`src/rtl/fifo_serializer_if.sv`:
```
// Handshake bundle between the upstream FIFO read port and the serial transmitter.
interface fifo_serializer_if;
  logic       empty;
  logic [7:0] fifo_data;
  logic       pop;
  logic       tx;
  logic       busy;
  logic       frame_done;

  modport master (
    input  empty,
    input  fifo_data,
    output pop,
    output tx,
    output busy,
    output frame_done
  );

  modport slave (
    output empty,
    output fifo_data,
    input  pop,
    input  tx,
    input  busy,
    input  frame_done
  );
endinterface

```
`src/rtl/fifo_serializer.sv`:
```
// Pops bytes from an upstream FIFO and sends them as start/8 data LSB-first/stop frames.
// Define FIFO_SERIALIZER_PARITY_EN to insert an even-parity bit between data and stop.
module fifo_serializer #(
  parameter int unsigned BIT_CYCLES = 4
) (
  input  logic               clk,
  input  logic               rst_n,
  fifo_serializer_if.master  bus
);

  typedef enum logic [2:0] {
    IDLE,
    POP,
    LOAD,
    START,
    DATA,
    PARITY,
    STOP
  } state_t;

  localparam logic [7:0] LAST = 8'(BIT_CYCLES - 1);

  state_t     state, nxt;
  logic [7:0] cnt, cnt_nxt;
  logic [2:0] idx, idx_nxt;
  logic [7:0] sh, sh_nxt;
  logic       bit_end;
  logic       tx_q, tx_nxt;
  logic       pop_q, busy_q, done_q;
`ifdef FIFO_SERIALIZER_PARITY_EN
  logic       par_q, par_nxt;
`endif

  always_ff @(posedge clk or negedge rst_n) begin
    if (!rst_n) begin
      state  <= IDLE;
      cnt    <= '0;
      idx    <= '0;
      sh     <= '0;
      tx_q   <= 1'b1;
      pop_q  <= 1'b0;
      busy_q <= 1'b0;
      done_q <= 1'b0;
    end else begin
      state  <= nxt;
      cnt    <= cnt_nxt;
      idx    <= idx_nxt;
      sh     <= sh_nxt;
      // Outputs are registered from the next state so they line up with it.
      tx_q   <= tx_nxt;
      pop_q  <= (nxt == POP);
      busy_q <= (nxt != IDLE);
      done_q <= (state == STOP) && (nxt == IDLE);
    end
  end

`ifdef FIFO_SERIALIZER_PARITY_EN
  always_ff @(posedge clk or negedge rst_n) begin
    if (!rst_n) par_q <= 1'b0;
    else        par_q <= par_nxt;
  end
`endif

  always_comb begin
    nxt     = state;
    cnt_nxt = cnt;
    idx_nxt = idx;
    sh_nxt  = sh;
    bit_end = (cnt == LAST);
`ifdef FIFO_SERIALIZER_PARITY_EN
    par_nxt = par_q;
`endif
    case (state)
      IDLE: begin
        if (!bus.empty) nxt = POP;
      end
      POP: begin
        nxt = LOAD;
      end
      LOAD: begin
        sh_nxt  = bus.fifo_data;
        cnt_nxt = '0;
        nxt     = START;
`ifdef FIFO_SERIALIZER_PARITY_EN
        par_nxt = ^bus.fifo_data;
`endif
      end
      START: begin
        if (bit_end) begin
          cnt_nxt = '0;
          idx_nxt = '0;
          nxt     = DATA;
        end else begin
          cnt_nxt = cnt + 8'd1;
        end
      end
      DATA: begin
        if (bit_end) begin
          cnt_nxt = '0;
          sh_nxt  = {1'b0, sh[7:1]};
          if (idx == 3'd7) begin
`ifdef FIFO_SERIALIZER_PARITY_EN
            nxt = PARITY;
`else
            nxt = STOP;
`endif
          end else begin
            idx_nxt = idx + 3'd1;
          end
        end else begin
          cnt_nxt = cnt + 8'd1;
        end
      end
`ifdef FIFO_SERIALIZER_PARITY_EN
      PARITY: begin
        if (bit_end) begin
          cnt_nxt = '0;
          nxt     = STOP;
        end else begin
          cnt_nxt = cnt + 8'd1;
        end
      end
`endif
      STOP: begin
        if (bit_end) begin
          cnt_nxt = '0;
          nxt     = IDLE;
        end else begin
          cnt_nxt = cnt + 8'd1;
        end
      end
      default: begin
        nxt = IDLE;
      end
    endcase

    // The shift register already holds the next bit in bit 0 once shifted.
    case (nxt)
      START:   tx_nxt = 1'b0;
      DATA:    tx_nxt = sh_nxt[0];
`ifdef FIFO_SERIALIZER_PARITY_EN
      PARITY:  tx_nxt = par_q;
`endif
      default: tx_nxt = 1'b1;
    endcase
  end

  assign bus.tx         = tx_q;
  assign bus.pop        = pop_q;
  assign bus.busy       = busy_q;
  assign bus.frame_done = done_q;

endmodule

```
`src/flat_wrapper.sv`:
```
// flat-port wrapper written by rule: the top's interface ports become plain ports
module fifo_serializer_flat 
#(
  parameter int unsigned BIT_CYCLES = 4
)
  (clk, rst_n, bus_empty, bus_fifo_data, bus_pop, bus_tx, bus_busy, bus_frame_done);
  fifo_serializer_if bus_i ();
  input  logic clk;
  input  logic rst_n;
  input wire logic [$bits(bus_i.empty)-1:0] bus_empty;
  input wire logic [$bits(bus_i.fifo_data)-1:0] bus_fifo_data;
  output wire logic [$bits(bus_i.pop)-1:0] bus_pop;
  output wire logic [$bits(bus_i.tx)-1:0] bus_tx;
  output wire logic [$bits(bus_i.busy)-1:0] bus_busy;
  output wire logic [$bits(bus_i.frame_done)-1:0] bus_frame_done;
  assign bus_i.empty = bus_empty;
  assign bus_i.fifo_data = bus_fifo_data;
  assign bus_pop = bus_i.pop;
  assign bus_tx = bus_i.tx;
  assign bus_busy = bus_i.busy;
  assign bus_frame_done = bus_i.frame_done;
  fifo_serializer #(.BIT_CYCLES(BIT_CYCLES)) u_core (.clk(clk), .rst_n(rst_n), .bus(bus_i));
endmodule
```
`config.mk`:
```
export PLATFORM = sky130hd
export DESIGN_NAME = fifo_serializer_flat
export DESIGN_NICKNAME = d
export VERILOG_FILES = /design/src/rtl/fifo_serializer_if.sv /design/src/rtl/fifo_serializer.sv /design/src/flat_wrapper.sv
export SDC_FILE = /design/constraint.sdc
export NUM_CORES = 1
export LEC_CHECK = 0
export ABC_AREA = 1
export ABC_CLOCK_PERIOD_IN_PS = 2000
export CAP_MARGIN = 20
export CORE_ASPECT_RATIO = 0.9
export CORE_MARGIN = 1.5
export CORE_UTILIZATION = 55
export DETAILED_ROUTE_END_ITERATION = 10
export MAX_ROUTING_LAYER = met4
export PLACE_DENSITY = 0.89
export SLEW_MARGIN = 0
export SYNTH_ARGS = -nofsm -noshare
export SYNTH_HDL_FRONTEND = slang
export SYNTH_SLANG_ARGS = --single-unit
```
`constraint.sdc`:
```
create_clock -name clk -period 2 [get_ports clk]
set_input_delay 0.3 -clock clk [delete_from_list [all_inputs] [get_ports clk]]
set_output_delay 0.3 -clock clk [all_outputs]
set_load 0.05 [all_outputs]
```
# Word-level counts from Yosys, hierarchy flattened
# Index checks and enable logic that the tools add are counted.
# totals
ff_bits,26
inputBits,11
elab_cells,49
# classes
eq_ne,13
reduce_logical,10
n_addsub,2
n_mux,15
# op_table
operator,count
one-hot mux 8 bit (2 select lines),2
two-way mux 3 bit,8
one-hot mux 3 bit (6 select lines),1
two-way mux 8 bit,2
"equality test 3 bit, second input constant",4
"equality test 3 x 2 -> 1 bit, second input constant",3
"adder 8 x 1 -> 8 bit, second input constant",1
"equality test 8 x 2 -> 1 bit, second input constant",1
"equality test 3 x 1 -> 1 bit, second input constant",2
zero test 3 bit,2
one-hot mux 3 bit (2 select lines),1
nonzero test 2 bit,3
"!= test 2 x 1 -> 1 bit, second input constant",2
AND reduction 4 bit,1
"adder 3 x 1 -> 3 bit, second input constant",1
nonzero test 3 bit,1
OR reduction 3 bit,1
"!= test 2 bit, second input constant",1
one-hot mux 1 bit (2 select lines),1
AND reduction 2 bit,1
logical AND 1 bit,1

# Logic depth before layout (Yosys ltp)
# logic_depth
word_depth,6
depth_mapped,10
ltp_nobuf,10

# Least setup slack after synthesis
# OpenSTA, ideal clock, no wires.
# synth_timing
kind,register to register
from,register u_core.cnt[0]
to,register u_core.busy_q (netlist: u_core.bus.busy)
path_buffers,0
setup_ns,0.124
period_less_slack_ns,1.439
stages_incl_launch_ff,8
path_slack_ns,0.561
t_arrival_ns,1.315
path_cell_list,dfrtp_1 ha_1 nand2_2 nor2_4 nand3_2 nand2_2 nand4_2 or2_1
# synth_via
elab_chain_len,4
# synth_rtl
item,line,text
"start, declared",fifo_serializer.sv:24,"logic [7:0] cnt, cnt_nxt;"
"start signal, assigned",fifo_serializer.sv:46,cnt <= cnt_nxt;
equality test 8 x 2 -> 1 bit (*),fifo_serializer.sv:69,bit_end = (cnt == LAST);
two-way mux 3 bit (on tied branches),"fifo_serializer.sv:125, fifo_serializer.sv:89, fifo_serializer.sv:98",
one-hot mux 3 bit (6 select lines) (*),fifo_serializer.sv:73,case (state)
nonzero test 3 bit (*),fifo_serializer.sv:52,busy_q <= (nxt != IDLE);
"end signal, assigned",fifo_serializer.sv:52,
"end, declared",fifo_serializer.sv:29,"logic pop_q, busy_q, done_q;"
# Mark *: on every way between the ends. The rest lies on a longest branch, timed or not.
# A chain may end at the register's enable or synchronous reset.

# Worst setup path in the final report
# layout_timing
from,register u_core.tx_q (netlist: u_core.bus.tx)
to,output port bus_tx
# layout_lines
item,line,text
"start, declared",fifo_serializer.sv:28,"logic tx_q, tx_nxt;"
"start signal, assigned",fifo_serializer.sv:50,tx_q <= tx_nxt;
"end, declared",flat_wrapper.sv:13,output wire logic [$bits(bus_i.tx)-1:0] bus_tx;
# No word-level cell between the ends.

==> reports/summary.txt <==
PLACEMENT
-------------------------------------------------------------------------------------------
Setup slack at placement .....................................................     0.407 ns
Count of buffers inserted at the top-level ports .............................           14
Global placer's final weighted congestion ....................................        0.867
Number of cells after detailed placement .....................................          197
DPL Wire Length ..............................................................      2030 µm

YOSYS
-------------------------------------------------------------------------------------------
Flop and latch count out of synthesis ........................................           26
Post-Syn Area ................................................................     1360 µm²
Post-synthesis share of cell area spent on and, or, nand and nor gates .......        29.4%
Post-synthesis cell type count ...............................................           26
Synthesis Warnings ...........................................................            0
Multiplexer share of the synthesized area ....................................           0%
Area fraction in compound gates after synthesis ..............................        10.0%
Main combinational cell family by area after synthesis ....................... simple AND/OR/NAND/NOR gates
Adder and majority gate portion of the synthesized area ......................        2.75%
Post-Syn Instances ...........................................................          155
XOR/XNOR Fraction of Synth Area ..............................................        2.57%
Post-Syn Nets ................................................................          169
Sequential area share after synthesis ........................................        47.8%
Synth Area per Inst ..........................................................     8.80 µm²

CLOCKING
-------------------------------------------------------------------------------------------
Deepest level of the CTS H-tree ..............................................            1
TritonCTS clock tree .........................................................          yes
TritonCTS buffer count .......................................................            3
Worst-Skew Late Latency ......................................................      0.32 ns
# resized after CTS ..........................................................            0
Number of sinks handled by clock tree synthesis ..............................           26
Clock transition at the registers of the reported paths ......................      0.14 ns
Max clock buf depth ..........................................................            2
Clock tree root driver cell ..................................................     clkbuf_4
Number of setup buffers added after CTS ......................................            0
Cts-stage hold buffer count ..................................................            0

FLOORPLANNING
-------------------------------------------------------------------------------------------
Overall die height ...........................................................      50.2 µm
Number of placement rows .....................................................           16
Floorplan die area ...........................................................     2790 µm²
Top-Level Pins ...............................................................           15
Core outline area ............................................................     2260 µm²
Initial cell density of the core .............................................        60.3%
Die width ....................................................................      55.5 µm

STA
-------------------------------------------------------------------------------------------
Worst rel slew slack .........................................................        65.7%
Number of failing hold endpoints at the final stage ..........................            0
Final-layout setup total negative slack ......................................         0 ns
Setup WS post-layout .........................................................    0.0470 ns
Tightest Pin Transition ......................................................     0.513 ns
Ratio of final minimum period to clock period ................................        97.7%
Maximum frequency from static timing analysis ................................      512 MHz
Final slew viol count ........................................................            0
Setup clock skew after layout ................................................   0.00464 ns
RSZ-0062 raised after global routing .........................................        false
Hold WS ......................................................................     0.320 ns
Minimum clock period .........................................................      1.95 ns
Final setup violation count ..................................................            0

FINAL LAYOUT
-------------------------------------------------------------------------------------------
Share of final-layout standard cells stronger than drive strength 1 ..........        20.1%
Number of nets in the finished design ........................................          189
Number of cells in the finished layout apart from fillers ....................          201
Synth-to-Final Area Change ...................................................        17.2%
Count of inserted antenna diode cells ........................................            0

GLOBAL ROUTE
-------------------------------------------------------------------------------------------
Maximum number of pins on one net before global-route repair .................           27
Number of antenna violations at the first check in global routing ............            0
Global router's overall resource usage .......................................        21.7%
First-pass GRT wire length ...................................................      4640 µm
Gr ovfl total ................................................................            0
Number of global-route vias before repair ....................................         1150

ROUTING
-------------------------------------------------------------------------------------------
Number of design-rule violations left by the first detailed-router iteration .           58
Total length of routed wires .................................................      2680 µm
Drt first pass iters .........................................................            4
Post-DR vias/cell ............................................................         5.59
Final antenna-violating net count ............................................            0
DRC violations left ..........................................................            0
Via count of the routed design ...............................................         1124
Drt wl/cell ..................................................................      13.3 µm

CRITICAL PATH
-------------------------------------------------------------------------------------------
Critical Path End Type ....................................................... primary output
Crit path largest cell delay .................................................      0.79 ns
CP max FO ....................................................................            1
Critical path's top delay family ............................................. buffers and inverters
Cells along the critical path ................................................ clkdlybuf4s50_1
Launch point of the critical path ............................................ u_core.bus.tx$_DFF_PN1_
CP max stage cell ............................................................ clkdlybuf4s50_1
Data required time at the worst endpoint .....................................      1.70 ns
Kind of critical path ........................................................      reg2out
Startpoint Class .............................................................    flip-flop
Arrival time of the worst setup path .........................................      1.65 ns
Startpoint of the lowest-slack register-to-register path ..................... u_core.cnt[0]$_DFFE_PN0P_
Buffer and inverter count on the worst path ..................................            1

HOLD PATH
-------------------------------------------------------------------------------------------
Class of the tightest hold or removal check ..................................     in2async

POWER AND IR DROP
-------------------------------------------------------------------------------------------
Power density over cell area .................................................   985 nW/µm²
Cell internal pwr ............................................................    0.00102 W
Max VDD drop .................................................................   0.000829 V
Net switching fraction of the power ..........................................        35.5%
Combinational fraction of design power .......................................        34.6%
NetSw ........................................................................   0.000559 W
Clock network fraction of design power .......................................        22.9%
P_leak .......................................................................     0.747 nW
Share of total power in sequential cells .....................................        42.5%

FLOW RUN
-------------------------------------------------------------------------------------------
Count of max-cap constraint violations .......................................            0

OUTCOME
-------------------------------------------------------------------------------------------
Result of the run ............................................................ finished clean

[routing by layer]
layer	part of all wire (%)	track usage, %	vias up
met5	0	-	-
met4	2.1	10.2	0
met3	6.1	5.93	8
met2	51	38.3	42
met1	40	22.7	526
li1	-	-	548
[layout make-up]
class,count,area [µm²]
clock inverter,1,30.0
timing repair buffer,15,148
clock buffer,3,22.5
multi-input combinational,102,611
sequential,26,652
inverter,27,101
fill,174,664
tap,27,33.8
[layout by cell type, fill, tap and decap left out, drive strengths merged]
master / netlist / layout
nor2: 12 / 12
o22ai: 3 / 3
clkdlybuf4s50: 0 / 14
bufinv: 0 / 1
dfrtp: 25 / 25
a32o: 1 / 1
o31ai: 1 / 1
nor3: 2 / 2
o221ai: 6 / 6
nand2: 43 / 43
ha: 3 / 3
clkbuf: 0 / 3
inv: 27 / 27
o21ai: 6 / 6
dfstp: 1 / 1
xnor2: 1 / 1
buf: 0 / 1
nand4: 2 / 2
o32ai: 1 / 1
or2: 1 / 1
o41ai: 1 / 1
xor2: 3 / 3
nand3: 16 / 16
[metrics by stage]
| step | power, W | cell area [µm²] | util, % |
|---|---|---|---|
| after global placement | 0.00118 | 1550 | 68.3 |
| after detailed placement | 0.00122 | 1550 | 68.3 |
| after CTS | 0.00158 | 1600 | 70.6 |
| after global routing | 0.00167 | 1600 | 70.6 |
| after floorplan | 0.00107 | 1360 | - |
| final | 0.00157 | 1600 | 70.6 |
[kinds of logic after synthesis]
logic type / Yosys count
AO/OA/AOI/OAI: 19
XOR/XNOR: 4
adder cells (fa/ha/maj): 3
buffers and inverters: 27
flip-flops: 26
AND/OR/NAND/NOR: 76
[power groups by stage]
stage          logic [W]  registers (W)  clock network, W
2_1_floorplan   0.000363       0.000706                 0
3_3_place_gp    0.000509       0.000671                 0
3_5_place_dp    0.000542       0.000677                 0
4_1_cts         0.000546       0.000668          0.000362
5_1_grt         0.000604       0.000677          0.000384
6_report        0.000545       0.000668          0.000361
[state kept, by name (all words and copies together), names as in the netlist]
register and cells:
u_core.cnt 8, u_core.sh 8, u_core.idx 3, u_core.state 3, u_core.bus.busy 1, u_core.bus.frame_done 1
u_core.bus.pop 1, u_core.bus.tx 1
[cells in the mapped netlist]
cell       n  share of area, %
nor2_2     2              0.92
nand3_1   14               5.1
inv_2      8               2.2
o21ai_0    6               2.2
nand2_2   11               5.0
nand2_1   31               8.5
o32ai_1    1              0.64
xor2_1     3               1.9
xnor2_1    1              0.64
nand4_1    1              0.46
ha_1       3               2.8
nand2_4    1              0.83
o31ai_1    1              0.55
dfstp_2    1               1.9
nand3_2    2               1.5
or2_1      1              0.46
a32o_1     1              0.73
inv_1     19               5.2
nor2_1     6               1.7
dfrtp_1   25                46
o41ai_1    1              0.64
nor2_4     4               3.3
o221ai_1   6               3.9
nand4_2    1              0.92
nor3_1     2              0.73
o22ai_1    3               1.4
[worst paths after layout]
path | depth (start not counted) | slack, ns | end
max | 1 | 0.05 | bus_tx
min | 2 | 0.32 | u_core.sh[7]$_DFFE_PN0P_
max reg2reg | 6 | 0.37 | u_core.sh[1]$_DFFE_PN0P_
min reg2reg | 2 | 0.51 | u_core.idx[2]$_DFFE_PN0P_
max in group asynchronous | 2 | 1.38 | u_core.bus.tx$_DFF_PN1_
min in group clk | 2 | 0.51 | u_core.idx[2]$_DFFE_PN0P_
(Power assumes the default switching activity.)
